`src/rtl/uart_tx_fifo.sv`:
```
`default_nettype none
// ============================================================================
// Module      : uart_tx_fifo
// Description : 8N1 UART transmitter fed by a small circular byte FIFO.
//               Frames are sent back-to-back while bytes remain queued.
// Revision    : 1.0 - initial release
// ============================================================================
module uart_tx_fifo #(
  parameter int CLKS_PER_BIT = 104,
  parameter int DEPTH_LOG2   = 2
) (
  input  logic                CLK,
  input  logic                rst,
  input  logic [7:0]          tx_data,
  input  logic                tx_valid,
  output logic                tx_ready,
  output logic                tx_out,
  output logic                busy,
  output logic [DEPTH_LOG2:0] fifo_level
);

  localparam int                  c_DEPTH     = 1 << DEPTH_LOG2;
  localparam int                  c_CNT_W     = (CLKS_PER_BIT > 1) ? $clog2(CLKS_PER_BIT) : 1;
  localparam logic [c_CNT_W-1:0]  c_BAUD_LAST = c_CNT_W'(CLKS_PER_BIT - 1);
  localparam logic [DEPTH_LOG2:0] c_FULL      = (DEPTH_LOG2 + 1)'(c_DEPTH);

  typedef enum logic [1:0] {
    S_IDLE  = 2'd0,
    S_START = 2'd1,
    S_DATA  = 2'd2,
    S_STOP  = 2'd3
  } state_t;

  state_t                state_q;
  logic [c_CNT_W-1:0]    baud_q;
  logic [2:0]            bit_q;
  logic [7:0]            shift_q;
  logic                  tx_q;

  logic [7:0]            mem_q [c_DEPTH];
  logic [DEPTH_LOG2-1:0] wptr_q;
  logic [DEPTH_LOG2-1:0] rptr_q;
  logic [DEPTH_LOG2:0]   level_q;
  logic [DEPTH_LOG2:0]   level_d;

  logic                  w_push;
  logic                  w_pop;
  logic                  w_baud_end;
  logic                  w_not_empty;

  assign w_not_empty = (level_q != '0);
  assign tx_ready    = (level_q != c_FULL);
  assign w_push      = tx_valid && tx_ready;
  assign w_baud_end  = (baud_q == c_BAUD_LAST);
  // The FSM loads a byte either from idle or straight out of a finishing stop bit.
  assign w_pop       = w_not_empty &&
                       ((state_q == S_IDLE) || ((state_q == S_STOP) && w_baud_end));

  always_comb begin
    level_d = level_q;
    if (w_push && !w_pop) begin
      level_d = level_q + 1'b1;
    end else if (!w_push && w_pop) begin
      level_d = level_q - 1'b1;
    end
  end

  always_ff @(posedge CLK) begin
    if (w_push) begin
      mem_q[wptr_q] <= tx_data;
    end
  end

  always_ff @(posedge CLK) begin
    if (rst) begin
      wptr_q  <= '0;
      rptr_q  <= '0;
      level_q <= '0;
    end else begin
      if (w_push) begin
        wptr_q <= wptr_q + 1'b1;
      end
      if (w_pop) begin
        rptr_q <= rptr_q + 1'b1;
      end
      level_q <= level_d;
    end
  end

  always_ff @(posedge CLK) begin
    if (rst) begin
      state_q <= S_IDLE;
      baud_q  <= '0;
      bit_q   <= '0;
      shift_q <= '0;
      tx_q    <= 1'b1;
    end else begin
      case (state_q)
        S_IDLE: begin
          tx_q <= 1'b1;
          if (w_pop) begin
            shift_q <= mem_q[rptr_q];
            baud_q  <= '0;
            state_q <= S_START;
            tx_q    <= 1'b0;
          end
        end
        S_START: begin
          if (w_baud_end) begin
            baud_q  <= '0;
            bit_q   <= '0;
            state_q <= S_DATA;
            tx_q    <= shift_q[0];
          end else begin
            baud_q <= baud_q + 1'b1;
          end
        end
        S_DATA: begin
          if (w_baud_end) begin
            baud_q <= '0;
            if (bit_q == 3'd7) begin
              state_q <= S_STOP;
              tx_q    <= 1'b1;
            end else begin
              shift_q <= shift_q >> 1;
              bit_q   <= bit_q + 1'b1;
              tx_q    <= shift_q[1];
            end
          end else begin
            baud_q <= baud_q + 1'b1;
          end
        end
        S_STOP: begin
          if (w_baud_end) begin
            baud_q <= '0;
            if (w_pop) begin
              shift_q <= mem_q[rptr_q];
              state_q <= S_START;
              tx_q    <= 1'b0;
            end else begin
              state_q <= S_IDLE;
            end
          end else begin
            baud_q <= baud_q + 1'b1;
          end
        end
        default: begin
          state_q <= S_IDLE;
          tx_q    <= 1'b1;
        end
      endcase
    end
  end

  assign tx_out     = tx_q;
  assign busy       = (state_q != S_IDLE) || w_not_empty;
  assign fifo_level = level_q;

endmodule
`default_nettype wire

```
`config.mk`:
```
export PLATFORM = sky130hd
export DESIGN_NAME = uart_tx_fifo
export DESIGN_NICKNAME = d
export VERILOG_FILES = /design/src/rtl/uart_tx_fifo.sv
export SDC_FILE = /design/constraint.sdc
export NUM_CORES = 1
export LEC_CHECK = 0
export BUFFER_PORTS_ARGS = -buffer_cell sky130_fd_sc_hd__buf_2
export CAP_MARGIN = 20
export CORE_MARGIN = 3
export CORE_UTILIZATION = 45
export DETAILED_ROUTE_END_ITERATION = 10
export HOLD_SLACK_MARGIN = 0.15
export PLACE_DENSITY = 0.64
export SKIP_CTS_REPAIR_TIMING = 1
export SLEW_MARGIN = 20
export SYNTH_ARGS = -nofsm -noshare
export SYNTH_HDL_FRONTEND = slang
export SYNTH_SLANG_ARGS = --single-unit
```
`constraint.sdc`:
```
create_clock -name CLK -period 5.9 [get_ports CLK]
set_input_delay 0 -clock CLK [delete_from_list [all_inputs] [get_ports CLK]]
set_output_delay 0 -clock CLK [all_outputs]
set_load 0.005 [all_outputs]
```
Yosys cells after proc, flatten, opt, wreduce, memory -nomap -nowiden --
Memory sizes are Yosys's and may differ from the RTL's. A register that Yosys moved wholly into a read port is not among the register bits. Index checks and enable logic that the tools add are counted.
Operators by class: add/subtract/negate cells 6, equal/unequal tests 13, muxes and demuxes 32, reduce and logical (&&, ||, !) cells 20
Operator list (number):
- 8-bit 2-to-1 mux | 4
- 8-bit one-hot mux with 3 select lines | 1
- 3-bit 2-to-1 mux | 5
- 2-bit 2-to-1 mux | 7
- 7-bit 2-to-1 mux | 2
- 2-bit inequality test (second input constant) | 7
- 7-bit one-hot mux with 2 select lines | 1
- 4-bit AND reduction | 3
- 1-bit 2-to-1 mux | 9
- 2-bit one-hot mux with 4 select lines | 1
- 7-bit by 1-bit adder with 7-bit output (second input constant) | 1
- 7-bit == test (second input constant) | 1
- 3-bit by 1-bit adder with 3-bit output (second input constant) | 2
- 3-bit one-hot mux with 2 select lines | 1
- 2-bit nonzero test | 3
- 3-bit nonzero test | 2
- 1-bit logical AND | 5
- 5-bit AND reduction | 1
- 2-bit by 1-bit adder with 2-bit output (second input constant) | 2
- 2-bit == test (second input constant) | 2
- 1-bit one-hot mux with 4 select lines | 1
- 3-bit == test (second input constant) | 1
- 3-bit inequality test (second input constant) | 1
- 3-bit OR reduction | 1
- 5 further kinds | 7
Storage, ports and cells: bits in registers 28, RAM bits 32, input port bits 11, output and inout port bits 6, logic and storage cells 80, memories 1
Memories:
- mem_q | words 4, width 8, rd ports 1, clocked after Yosys merged registers in 1, wr ports 1, RTL line 40 | logic [7:0] mem_q [c_DEPTH];

Depth between registers and ports, before layout --
depth after elaboration 7, depth in mapped cells 11, mapped depth without buffers 11

Worst setup path after synthesis --
Ideal clock, no wire load.
path type reg-to-reg, start register state_q[0], end register level_q[2], in the netlist fifo_level[2], arrival time 2190 ps, slack 3638 ps, stages on the path, launching flop included 12, cell sequence dfxtp_1 -> inv_1 -> ha_1 -> inv_1 -> o32ai_4 -> inv_2 -> ha_1 -> inv_1 -> fa_1 -> xor2_1 -> or3_1 -> a21oi_1
Between the ends: longest elaborated chain between the ends 7
Ends and longest elaborated chain:
- start: declaration | RTL line 34 | state_t state_q;
- start signal: assignment | RTL line 92 | state_q <= S_IDLE;
- start signal: assignment | RTL line 104 | state_q <= S_START;
- start signal: assignment | RTL line 112 | state_q <= S_DATA;
- 2-bit == test | RTL line 57 | ((state_q == S_IDLE) || ((state_q == S_STOP) && w_baud_end));
- 1-bit logical AND | RTL line 57
- 1-bit logical OR * | RTL line 57
- 1-bit logical AND * | RTL line 56 | assign w_pop = w_not_empty &&
- 1-bit zero test | RTL line 61 | if (w_push && !w_pop) begin
- 1-bit logical AND | RTL line 61
- 3-bit 2-to-1 mux / 2-bit nonzero test (equally long branches)
- end signal: assignment | RTL line 86 | level_q <= level_d;
- end: declaration | RTL line 43 | logic [DEPTH_LOG2:0] level_q;
Mark *: on every way between the ends. The rest lies on a longest branch, timed or not. A chain may end at the register's enable or synchronous reset.

Worst setup path after layout --
Ends and elaborated chain as after synthesis.

==> impl_metrics.json <==
{
  "start_util_pct": 47.1,
  "dp_slack_ns": 3.41,
  "endpoint_kind": "register",
  "critPathRequiredTime_ns": 6.16,
  "power_leakage_nw": 1.18,
  "grt_use_met1_pct": 19.4,
  "hpwl_um": 3280,
  "crit_top_cell": "inv_1",
  "postRouteAntennaNets": 0,
  "drv_slew": 0,
  "critical_path.cell_chain": "inv_1 -> ha_1 -> inv_1 -> o32ai_4 -> inv_2 -> ha_1 -> inv_1 -> fa_1 -> xor2_1 -> or3_1 -> a21oi_1",
  "die_area_mm2": 0.00730,
  "seq_area_frac_synth_pct": 55.0,
  "drc": 0,
  "rsz0062_at_grt": "false",
  "antenna_found_initial": 0,
  "drt_iter0_drc": 77,
  "hold_class": "primary input to register",
  "finalInstanceArea_mm2": 0.00325,
  "drt_first_pass_iters": 5,
  "synth_area_mm2": 0.00284,
  "synth_warnings": 0,
  "final_core_util_pct": 54.0,
  "ys_ff_latch": 62,
  "cp_num_cells": 11,
  "worst_path_max_delay_cell": "dfxtp_1",
  "n_antenna_cell": 0,
  "cp_max_fo": 6,
  "die_y_um": 85.4,
  "worst-setup-path-type": "register to register",
  "clock_skew_ns": 0.0102,
  "final.period_utilization_pct": 42.5,
  "avgSynthCellArea_um2": 12.5,
  "status": "finished, final reports clean",
  "crit_family": "adder cells",
  "wl_per_cell_um": 14.9,
  "clk_pin_slew_ns": 0.07,
  "layout-drive-gt1-share_pct": 19.8,
  "ir_worst_vdd_v": 0.000232,
  "place_congestion": 0.739,
  "final-setup-viol-count": 0,
  "vias": 1795,
  "rows": 28,
  "synth_top_cell_by_area": "edfxtp_1",
  "synth_enable_flop_cells": 32,
  "critPathMaxStageDelay_ns": 0.38,
  "drv_cap": 0,
  "fillers": 531,
  "ys_top_cells_by_count": "32 x edfxtp_1, 30 x dfxtp_1, 26 x nor2_1",
  "port_buffers": 16,
  "synth_flop_cell": "edfxtp_1",
  "grt_util_all_layers_pct": 15.2,
  "cts_root_buf": "clkbuf_8",
  "io_pins": 17,
  "cp.arrival_ns": 2.77,
  "worst-r2r-cell-count": 11,
  "cts_htree_levels": 3,
  "viasPerCell": 5.41,
  "placed_area_mm2": 0.00296,
  "cts.path.max_buffers": 2,
  "grt_max_degree": 31,
  "hold_depth": 2,
  "finalHoldViolCount": 0,
  "coreArea_mm2": 0.00603,
  "clk_latency_ns": 0.34,
  "fmax_mhz": 399,
  "cts_tree": "done",
  "cts_buffers": 9,
  "tns_ns": 0,
  "syn2layout_area_growth_pct": 14.6,
  "synth.top_cell.area_share_pct": 33.8,
  "ys_types": 44,
  "wl_um": 4960,
  "start_kind": "register",
  "crit_buf_inv": 4,
  "synth.area.top_cells": "edfxtp_1 34%, dfxtp_1 21%, mux4_2 6.3%",
  "power.density_mw_per_mm2": 469,
  "period_needed_ns": 2.51,
  "synthArstFlopShare_pct": 0,
  "first_global_vias": 1776,
  "gr-total-overflow": 0,
  "worstMarginPinSlew_ns": 0.723,
  "fin_ws_ns": 3.39,
  "die_w_um": 85.4,
  "clock-sinks": 62,
  "grtUsageMet3_pct": 5.63,
  "fin_nets": 277,
  "synth.most_common_cell": "edfxtp_1",
  "synthesis.nets": 252,
  "max-slew-margin-rel_pct": 51.8,
  "power_mw": 1.53,
  "grt-busiest-layer": "met2",
  "netlist_instances": 227,
  "use_met2_pct": 23.0,
  "grt_pass1_wl_um": 8490
}
## worst register-to-register path: cells and delay by family (launching register included)
kind	cells	cell delay, ns
xor+xnor	1	0.16
compound gates	2	0.30
simple gates	1	0.31
buf+inv	4	0.47
flops	1	0.38
fa+ha+maj	3	0.81
## placed cells by master, fill, tap and decap left out, drive strengths merged, types with 2 or more instances in the layout
master and n:
a21oi 8, clkbuf 10, o32ai 2, and2 3
inv 10, buf 16, a22o 3, a21boi 2
nand3 6, a41oi 2, mux4 8, o21ai 13
bufinv 2, dfxtp 30, nor2 26, a211oi 7
nand2b 4, nor3b 2, xnor2 2, dlygate4sd3 8
and3 6, edfxtp 32, a22oi 2, nor3 3
or4b 2, a311oi 2, o31ai 2, mux2i 11
clkinv 3, nand2 5, ha 13, xor2 3
## registers in the layout (all words and copies together), names as in the netlist, named ones only
| register | cells |
|---|---|
| shift_q | 8 |
| state_q | 2 |
| mem_q | 32 |
| baud_q | 7 |
| fifo_level | 3 |
| wptr_q | 2 |
| tx_out | 1 |
| rptr_q | 2 |
| bit_q | 3 |
## power by group
group | internal, mW | leakage (nW) | total [mW] | switching, mW
Clock | 0.237 | 0.106 | 0.404 | 0.166
Sequential | 0.531 | 0.539 | 0.590 | 0.0591
Combinational | 0.240 | 0.538 | 0.532 | 0.293
Total | 1.01 | 1.18 | 1.53 | 0.518
## kinds of logic (layout without fill, tap and decap cells)
family | Yosys count | after routing | synth area share, %
flops | 62 | 62 | 55.0
simple gates | 60 | 60 | 10.9
compound gates | 47 | 47 | 12.7
buf+inv | 20 | 50 | 3.22
mux | 19 | 19 | 10.2
fa+ha+maj | 14 | 14 | 6.43
xor+xnor | 5 | 5 | 1.54
## per-stage QoR
stage | hold WS [ns] | std cells
final | 0.151 | 332
after global routing | 0.162 | 332
after CTS | -0.138 | 324
after detailed placement | 0.220 | 308
after global placement | 0.215 | 308
after floorplan | 0.0989 | 227
## final timing paths
check,startpoint,end,slack [ns]
max,state_q[0]$_SDFFE_PP0P_,fifo_level[2]$_SDFFE_PP0P_,3.39
min,rst,baud_q[0]$_SDFFE_PP0P_,0.15
min reg2reg,tx_out$_SDFFE_PP1P_,tx_out$_SDFFE_PP1P_,0.48
max reg2reg,state_q[0]$_SDFFE_PP0P_,fifo_level[2]$_SDFFE_PP0P_,3.39
## routing by layer
metal	wire (µm)	vias to the layer above
met3	162	4
met2	2300	21
li1	-	900
met4	59	0
met1	2440	870
met5	0	-
## cell type report
| type | count | area [µm²] | area share (%) |
|---|---|---|---|
| Sequential cell | 62 | 1560 | 48.0 |
| Multi-Input combinational cell | 145 | 1190 | 36.5 |
| Timing Repair Buffer | 24 | 160 | 4.92 |
| Clock buffer | 10 | 128 | 3.92 |
| Tap cell | 75 | 93.8 | 2.88 |
| Clock inverter | 6 | 86.3 | 2.65 |
| Inverter | 10 | 37.5 | 1.15 |
No activity file was read; power rests on OpenSTA's default activity.
